### config.mk
export PLATFORM = sky130hd
export DESIGN_NAME = seg7_scan_mux_flat
export DESIGN_NICKNAME = d
export VERILOG_FILES = /design/src/rtl/seg7_scan_mux_if.sv /design/src/rtl/seg7_scan_mux.sv /design/src/flat_wrapper.sv
export SDC_FILE = /design/constraint.sdc
export NUM_CORES = 1
export LEC_CHECK = 0
export BUFFER_PORTS_ARGS = -buffer_cell sky130_fd_sc_hd__buf_2
export CORE_UTILIZATION = 40
export DETAILED_ROUTE_END_ITERATION = 10
export HOLD_SLACK_MARGIN = 0.15
export SYNTH_ARGS = -nofsm -noshare
export SYNTH_HDL_FRONTEND = slang
export SYNTH_SLANG_ARGS = --single-unit
### constraint.sdc
create_clock -name clk -period 6.1 [get_ports clk]
set_input_delay 0.305 -clock clk [delete_from_list [all_inputs] [get_ports clk]]
set_output_delay 0.305 -clock clk [all_outputs]
set_load 0.01 [all_outputs]
### src/rtl/seg7_scan_mux_if.sv
// Purpose: bundle of datapath/control signals between the numeric datapath and the scanned 7-segment driver.
// Latency: none (wires only).
// Backpressure: load/load_ack handshake; load_ack pulses when captured data reaches the display.
// Ports: enable, lamp_test, load, bcd_in, dp_in, blank_mask (master -> slave);
//        load_ack, seg, dp, an (slave -> master).
interface seg7_scan_mux_if #(
    parameter int N_DIGITS = 8
);
    logic                  enable;
    logic                  lamp_test;
    logic                  load;
    logic [4*N_DIGITS-1:0] bcd_in;
    logic [N_DIGITS-1:0]   dp_in;
    logic [N_DIGITS-1:0]   blank_mask;
    logic                  load_ack;
    logic [6:0]            seg;
    logic                  dp;
    logic [N_DIGITS-1:0]   an;

    modport master (
        output enable, lamp_test, load, bcd_in, dp_in, blank_mask,
        input  load_ack, seg, dp, an
    );

    modport slave (
        input  enable, lamp_test, load, bcd_in, dp_in, blank_mask,
        output load_ack, seg, dp, an
    );
endinterface

### src/rtl/seg7_scan_mux.sv
// Purpose: time-multiplexed BCD driver for N common-anode 7-segment digits (one shared decoder).
// Latency: seg/dp/an/load_ack registered, one cycle after scan position or control change.
// Backpressure: new data is staged on load and only shown at a frame boundary, acknowledged by load_ack.
// Ports: clk, rst_n (async active-low); bus (seg7_scan_mux_if.slave) carries controls, data,
//        load_ack and the active-low seg {g,f,e,d,c,b,a}, dp and an pins.
// Option: define SEG7_LEADING_ZERO_BLANK_EN to darken leading zero digits (digit 0 always shown).
module seg7_scan_mux #(
    parameter int N_DIGITS = 8,
    parameter int SCAN_DIV = 50000
) (
    input  logic            clk,
    input  logic            rst_n,
    seg7_scan_mux_if.slave  bus
);
    localparam int CW = $clog2(SCAN_DIV);
    localparam int IW = $clog2(N_DIGITS);

    logic [CW-1:0]         cnt;
    logic [IW-1:0]         idx;
    logic                  tick;
    logic                  frame_end;

    logic [4*N_DIGITS-1:0] stg_bcd;
    logic [N_DIGITS-1:0]   stg_dp;
    logic [N_DIGITS-1:0]   stg_blank;
    logic                  pending;

    logic [4*N_DIGITS-1:0] dsp_bcd;
    logic [N_DIGITS-1:0]   dsp_dp;
    logic [N_DIGITS-1:0]   dsp_blank;

    logic [N_DIGITS-1:0]   lz_blank;
    logic [3:0]            cur_bcd;
    logic [N_DIGITS-1:0]   sel;
    logic [6:0]            seg_d;
    logic                  dp_d;
    logic [N_DIGITS-1:0]   an_d;

    logic [6:0]            seg_q;
    logic                  dp_q;
    logic [N_DIGITS-1:0]   an_q;
    logic                  ack_q;

    function automatic logic [6:0] decode(input logic [3:0] v);
        logic [6:0] p;
        case (v)
            4'd0:    p = 7'b1000000;
            4'd1:    p = 7'b1111001;
            4'd2:    p = 7'b0100100;
            4'd3:    p = 7'b0110000;
            4'd4:    p = 7'b0011001;
            4'd5:    p = 7'b0010010;
            4'd6:    p = 7'b0000010;
            4'd7:    p = 7'b1111000;
            4'd8:    p = 7'b0000000;
            4'd9:    p = 7'b0011000;
            default: p = 7'b0111111;   // non-BCD codes show a dash
        endcase
        return p;
    endfunction

    assign tick      = (cnt == CW'(SCAN_DIV - 1));
    assign frame_end = tick && (idx == IW'(N_DIGITS - 1));

    // Prescaler and digit index
    always_ff @(posedge clk or negedge rst_n) begin
        if (!rst_n) begin
            cnt <= '0;
            idx <= '0;
        end else if (tick) begin
            cnt <= '0;
            idx <= (idx == IW'(N_DIGITS - 1)) ? '0 : idx + 1'b1;
        end else begin
            cnt <= cnt + 1'b1;
        end
    end

    // Staging / display handshake. A load on the frame-boundary cycle keeps
    // pending set so the new value follows one frame later.
    always_ff @(posedge clk or negedge rst_n) begin
        if (!rst_n) begin
            stg_bcd   <= '0;
            stg_dp    <= '0;
            stg_blank <= '0;
            pending   <= 1'b0;
            dsp_bcd   <= '0;
            dsp_dp    <= '0;
            dsp_blank <= '0;
            ack_q     <= 1'b0;
        end else begin
            ack_q <= frame_end && pending;
            if (frame_end && pending) begin
                dsp_bcd   <= stg_bcd;
                dsp_dp    <= stg_dp;
                dsp_blank <= stg_blank;
                pending   <= 1'b0;
            end
            if (bus.load) begin
                stg_bcd   <= bus.bcd_in;
                stg_dp    <= bus.dp_in;
                stg_blank <= bus.blank_mask;
                pending   <= 1'b1;
            end
        end
    end

`ifdef SEG7_LEADING_ZERO_BLANK_EN
    // Digit i is a leading zero when it and every more significant digit are 0.
    logic upper_zero;
    always_comb begin
        lz_blank   = '0;
        upper_zero = 1'b1;
        for (int i = N_DIGITS - 1; i >= 1; i--) begin
            upper_zero  = upper_zero && (dsp_bcd[4*i +: 4] == 4'd0);
            lz_blank[i] = upper_zero;
        end
    end
`else
    assign lz_blank = '0;
`endif

    assign cur_bcd = dsp_bcd[{idx, 2'b00} +: 4];
    assign sel     = ~({{(N_DIGITS-1){1'b0}}, 1'b1} << idx);

    // Output priority: enable, then lamp test, then blanking, then decoded digit.
    // Anodes stay off for the first cycle of each slot to avoid ghosting.
    always_comb begin
        seg_d = 7'h7F;
        dp_d  = 1'b1;
        an_d  = '1;
        if (bus.enable) begin
            an_d = (cnt == '0) ? '1 : sel;
            if (bus.lamp_test) begin
                seg_d = 7'h00;
                dp_d  = 1'b0;
            end else if (!(dsp_blank[idx] || lz_blank[idx])) begin
                seg_d = decode(cur_bcd);
                dp_d  = ~dsp_dp[idx];
            end
        end
    end

    always_ff @(posedge clk or negedge rst_n) begin
        if (!rst_n) begin
            seg_q <= 7'h7F;
            dp_q  <= 1'b1;
            an_q  <= '1;
        end else begin
            seg_q <= seg_d;
            dp_q  <= dp_d;
            an_q  <= an_d;
        end
    end

    assign bus.seg      = seg_q;
    assign bus.dp       = dp_q;
    assign bus.an       = an_q;
    assign bus.load_ack = ack_q;
endmodule

### src/flat_wrapper.sv
// flat-port wrapper written by rule: the top's interface ports become plain ports
module seg7_scan_mux_flat 
#(
    parameter int N_DIGITS = 8,
    parameter int SCAN_DIV = 50000
)
  (clk, rst_n, bus_enable, bus_lamp_test, bus_load, bus_bcd_in, bus_dp_in, bus_blank_mask, bus_load_ack, bus_seg, bus_dp, bus_an);
  seg7_scan_mux_if #(.N_DIGITS(N_DIGITS)) bus_i ();
  input  logic clk;
  input  logic rst_n;
  input wire logic [$bits(bus_i.enable)-1:0] bus_enable;
  input wire logic [$bits(bus_i.lamp_test)-1:0] bus_lamp_test;
  input wire logic [$bits(bus_i.load)-1:0] bus_load;
  input wire logic [$bits(bus_i.bcd_in)-1:0] bus_bcd_in;
  input wire logic [$bits(bus_i.dp_in)-1:0] bus_dp_in;
  input wire logic [$bits(bus_i.blank_mask)-1:0] bus_blank_mask;
  output wire logic [$bits(bus_i.load_ack)-1:0] bus_load_ack;
  output wire logic [$bits(bus_i.seg)-1:0] bus_seg;
  output wire logic [$bits(bus_i.dp)-1:0] bus_dp;
  output wire logic [$bits(bus_i.an)-1:0] bus_an;
  assign bus_i.enable = bus_enable;
  assign bus_i.lamp_test = bus_lamp_test;
  assign bus_i.load = bus_load;
  assign bus_i.bcd_in = bus_bcd_in;
  assign bus_i.dp_in = bus_dp_in;
  assign bus_i.blank_mask = bus_blank_mask;
  assign bus_load_ack = bus_i.load_ack;
  assign bus_seg = bus_i.seg;
  assign bus_dp = bus_i.dp;
  assign bus_an = bus_i.an;
  seg7_scan_mux #(.N_DIGITS(N_DIGITS), .SCAN_DIV(SCAN_DIV)) u_core (.clk(clk), .rst_n(rst_n), .bus(bus_i));
endmodule
==> impl_results.md <==
* Result of the run: finished, final reports clean
* Fin Hold WS at 0.213 ns
* Layout Skew at 0.0102 ns
* Maximum number of pins on one net before global-route repair at 68
* Depth of the most critical reg-to-reg path at 6
* GRT Residual Overflow at 0
* Portion of total power attributed to combinational logic at 0.055
* Post-CTS Hold Fix Bufs at 50
* Via count of the first global-routing pass at 3536
* Source of the worst register-to-register timing path: u_core.cnt[0]$_DFF_PN0_
* Layout cells sized above 1 at 0.436
* Leakage at 3.46 nW
* Site Rows at 43
* Post-synthesis cell type count at 40
* Hold wc startpoint: bus_enable
* Synthesized netlist net count at 452
* Vias at 3431
* Setup Viol. Count Final at 0
* Critical path required time at 6.40 ns
* Net Sw Frac at 0.216
* Setup crit end: u_core.dsp_bcd[23]$_DFFE_PN0P_
* First-pass DRT Iterations at 4
* Part of the total power dissipated in sequential elements at 0.465
* Routed met3 length at 355 um
* Buffer depth of the longest clock path at 2
* Max-slew headroom at 0.264
* Number of buffers inserted during clock tree synthesis at 17
* Setup TNS after final layout at 0 ns
* Gpl congestion at 0.803
* Critical path origin: u_core.cnt[0]$_DFF_PN0_
* Number of inserted filler cells in the final layout at 1184
* Final HPWL DP at 7000 um
* Met2 wire length at 5200 um
* Cell area after synthesis at 0.00573 mm^2
* Area of the die at 0.0148 mm^2
* Final period demand of the worst path at 3.35 ns
* Flop and latch count out of synthesis at 133
* Number of clock sinks seen by CTS at 133
* NumNets Final at 579
* Post-route DRC violation count at 0
* Power per unit of standard cell area at 277 mW/mm^2
* Power Total at 0.00202 W
* Cell Count, Final, Fillers Out at 705
* Yosys Warn Count at 0
* Post-cts resize count at 0
* Critical Path Fanout Max at 25
* Reg clk slew, reported paths at 0.06 ns
* Critical path startpoint category: register
* Max capacitance violation total at 0
* Arrival time worst endpoint at 3.64 ns
* Endpoint of the worst-slack reg-to-reg timing path: u_core.dsp_bcd[23]$_DFFE_PN0P_
* Drt first-iter violations at 161
* Post-DR wirelength/cell at 15.2 um
* Cell count after synthesis at 385
* Type of the worst min-delay path: primary input to register
* Sequential fraction of the synthesis area at 0.584
* Worst IR drop on VDD at 0.193 mV
* Routed Wire Length at 10700 um
* TritonCTS clock tree: built
* Number of cells traversed by the worst hold path at 2
* Clock latency reported for the late side of the worst-skew pair at 0.42 ns
* Placed Cells at 623
* DRT antenna net count at 0
* Final period utilization at 0.549
* Placeable Area at 0.0139 mm^2
* CTS H-tree lvls at 4
* Slew at the pin with the worst max-slew slack at 1.10 ns
* Top routing layer in use: met4
* Part of the power in the clock network at 0.480
* Total inserted antenna cells at 0
* Critical setup path kind: register to register
* Most frequent cells in the layout: sky130_fd_sc_hd__dfrtp_1 (117), sky130_fd_sc_hd__mux2_2 (77), sky130_fd_sc_hd__buf_2 (68), sky130_fd_sc_hd__dlygate4sd3_1 (50), sky130_fd_sc_hd__nand2_1 (26)
* Metal-1 WL at 5050 um
* R2r setup slk at 2.75 ns
* Antenna violations before repair at 0
* Via density per instance at 4.87
* Slew Limit Fails at 0
* Clock root buffer master: sky130_fd_sc_hd__clkbuf_16
* Starting density of the core at 0.411
* Port Buffer Count at 69
* RSZ-0062 raised after global routing: no
* Maximum frequency from static timing analysis at 299 MHz
* Internal power at 0.00159 W
* First-pass GRT wire length at 17900 um
* Ports at 70
* Most common cell after layout, fill and taps aside: sky130_fd_sc_hd__dfrtp_1
* Total routing usage reported by global routing at 0.162
* Avg Synthesized Cell Area at 14.9 um^2
* Chip height at 122 um
* Sw Pwr at 0.000437 W
* Synthesis-to-layout area growth at 27.6%
* Die outline width at 122 um
* Number of hold violations in the final report at 0
* Post-CTS Setup Repair Bufs at 0
* Element type at the critical path end: register
==> final cells by class <==
cell class                 instances  area, um^2  area share
clock inverter                     8        75.1      0.0103
clock buffer                      24         492      0.0673
sequential                       133        3350       0.458
timing repair buffer             121         863       0.118
multi-input combinational        231        2280       0.311
inverter                           8        30.0     0.00411
tap                              180         225      0.0308
==> per-stage QoR <==
stage | area, um^2 | util | setup WS, ns
2_1_floorplan | 5730 | - | 3.81
3_3_place_gp | 6240 | 0.448 | 2.84
3_5_place_dp | 6240 | 0.448 | 2.75
4_1_cts | 7310 | 0.525 | 2.71
5_1_grt | 7310 | 0.525 | 2.49
6_report | 7310 | 0.525 | 2.75
==> state kept, by name, summed over array words and instances, names as in the netlist <==
name and cells:
u_core.cnt 16, u_core.bus.seg 7, u_core.pending 1, u_core.bus.an 8, u_core.stg_bcd 32, u_core.stg_blank 8, u_core.bus.dp 1, u_core.dsp_dp 8
u_core.dsp_blank 8, u_core.stg_dp 8, u_core.bus.load_ack 1, u_core.dsp_bcd 32, u_core.idx 3
==> power groups by stage <==
stage	Sequential [W]	Combinational (W)	Clock [W]
global placement	0.000956	0.0000871	0
floorplan	0.000949	0.0000422	0
global route	0.000946	0.000123	0.00103
CTS	0.000942	0.000114	0.000988
detailed placement	0.000957	0.0000886	0
finish	0.000941	0.000111	0.000973
==> logic make-up after synthesis <==
logic type               count (synthesis)  synth area share
AND/OR/NAND/NOR                         67            0.0590
adder cells (fa/ha/maj)                 14            0.0306
flip-flops                             133             0.584
AO/OA/AOI/OAI                           18            0.0199
XOR/XNOR                                14            0.0214
buffers and inverters                   21            0.0181
multiplexers                           118             0.267
==> Yosys cell counts, drive strengths merged <==
cell type | n | area [um^2]
nor3 | 3 | 15.0
o221ai | 1 | 8.76
nand2 | 26 | 97.6
nor2b | 2 | 12.5
a21boi | 1 | 7.51
xor2 | 7 | 61.3
a211oi | 2 | 15.0
o31ai | 1 | 7.51
ha | 14 | 175
dfstp | 16 | 420
or2 | 1 | 6.26
nand4 | 4 | 25.0
a21o | 1 | 7.51
mux2 | 97 | 1170
mux4 | 12 | 270
clkbuf | 2 | 7.51
xnor2 | 7 | 61.3
mux2i | 9 | 90.1
nor4b | 1 | 8.76
nand3 | 5 | 30.0
nand2b | 2 | 12.5
buf | 11 | 66.3
a21oi | 2 | 10.0
o21a | 1 | 7.51
and2 | 2 | 12.5
and4 | 2 | 17.5
nor2 | 14 | 52.6
o21ai | 8 | 40.0
nor4 | 4 | 40.0
nand3b | 1 | 7.51
a41o | 1 | 10.0
dfrtp | 117 | 2930
inv | 8 | 30.0
==> how the worst min path moves through the flow <==
| stage | to | slack [ns] |
|---|---|---|
| 2_1_floorplan | u_core.bus.load_ack$_DFF_PN0_ | 0.009 |
| 3_3_place_gp | u_core.cnt[13]$_DFF_PN0_ | 0.45 |
| 3_5_place_dp | u_core.cnt[11]$_DFF_PN0_ | 0.45 |
| 4_1_cts | u_core.bus.seg[3]$_DFF_PN1_ | 0.19 |
| 5_1_grt | u_core.bus.seg[3]$_DFF_PN1_ | 0.21 |
| 6_report | u_core.bus.seg[6]$_DFF_PN1_ | 0.21 |
==> layer usage <==
| layer | vias to the layer above | GRT usage |
|---|---|---|
| li1 | 1629 | - |
| met3 | 9 | 0.0421 |
| met2 | 57 | 0.251 |
| met4 | 0 | 0.0702 |
| met5 | - | 0 |
| met1 | 1736 | 0.214 |
==> worst max-delay path, cell delays in order (launching register included) <==
cell                      delay [ns]
sky130_fd_sc_hd__dfrtp_1        0.40
sky130_fd_sc_hd__ha_1           0.21
sky130_fd_sc_hd__nand3_1        0.24
sky130_fd_sc_hd__nor4_4         0.81
sky130_fd_sc_hd__nand3_2        0.70
sky130_fd_sc_hd__buf_4          0.51
sky130_fd_sc_hd__mux2_4         0.34
No activity file was read; power rests on OpenSTA's default activity.
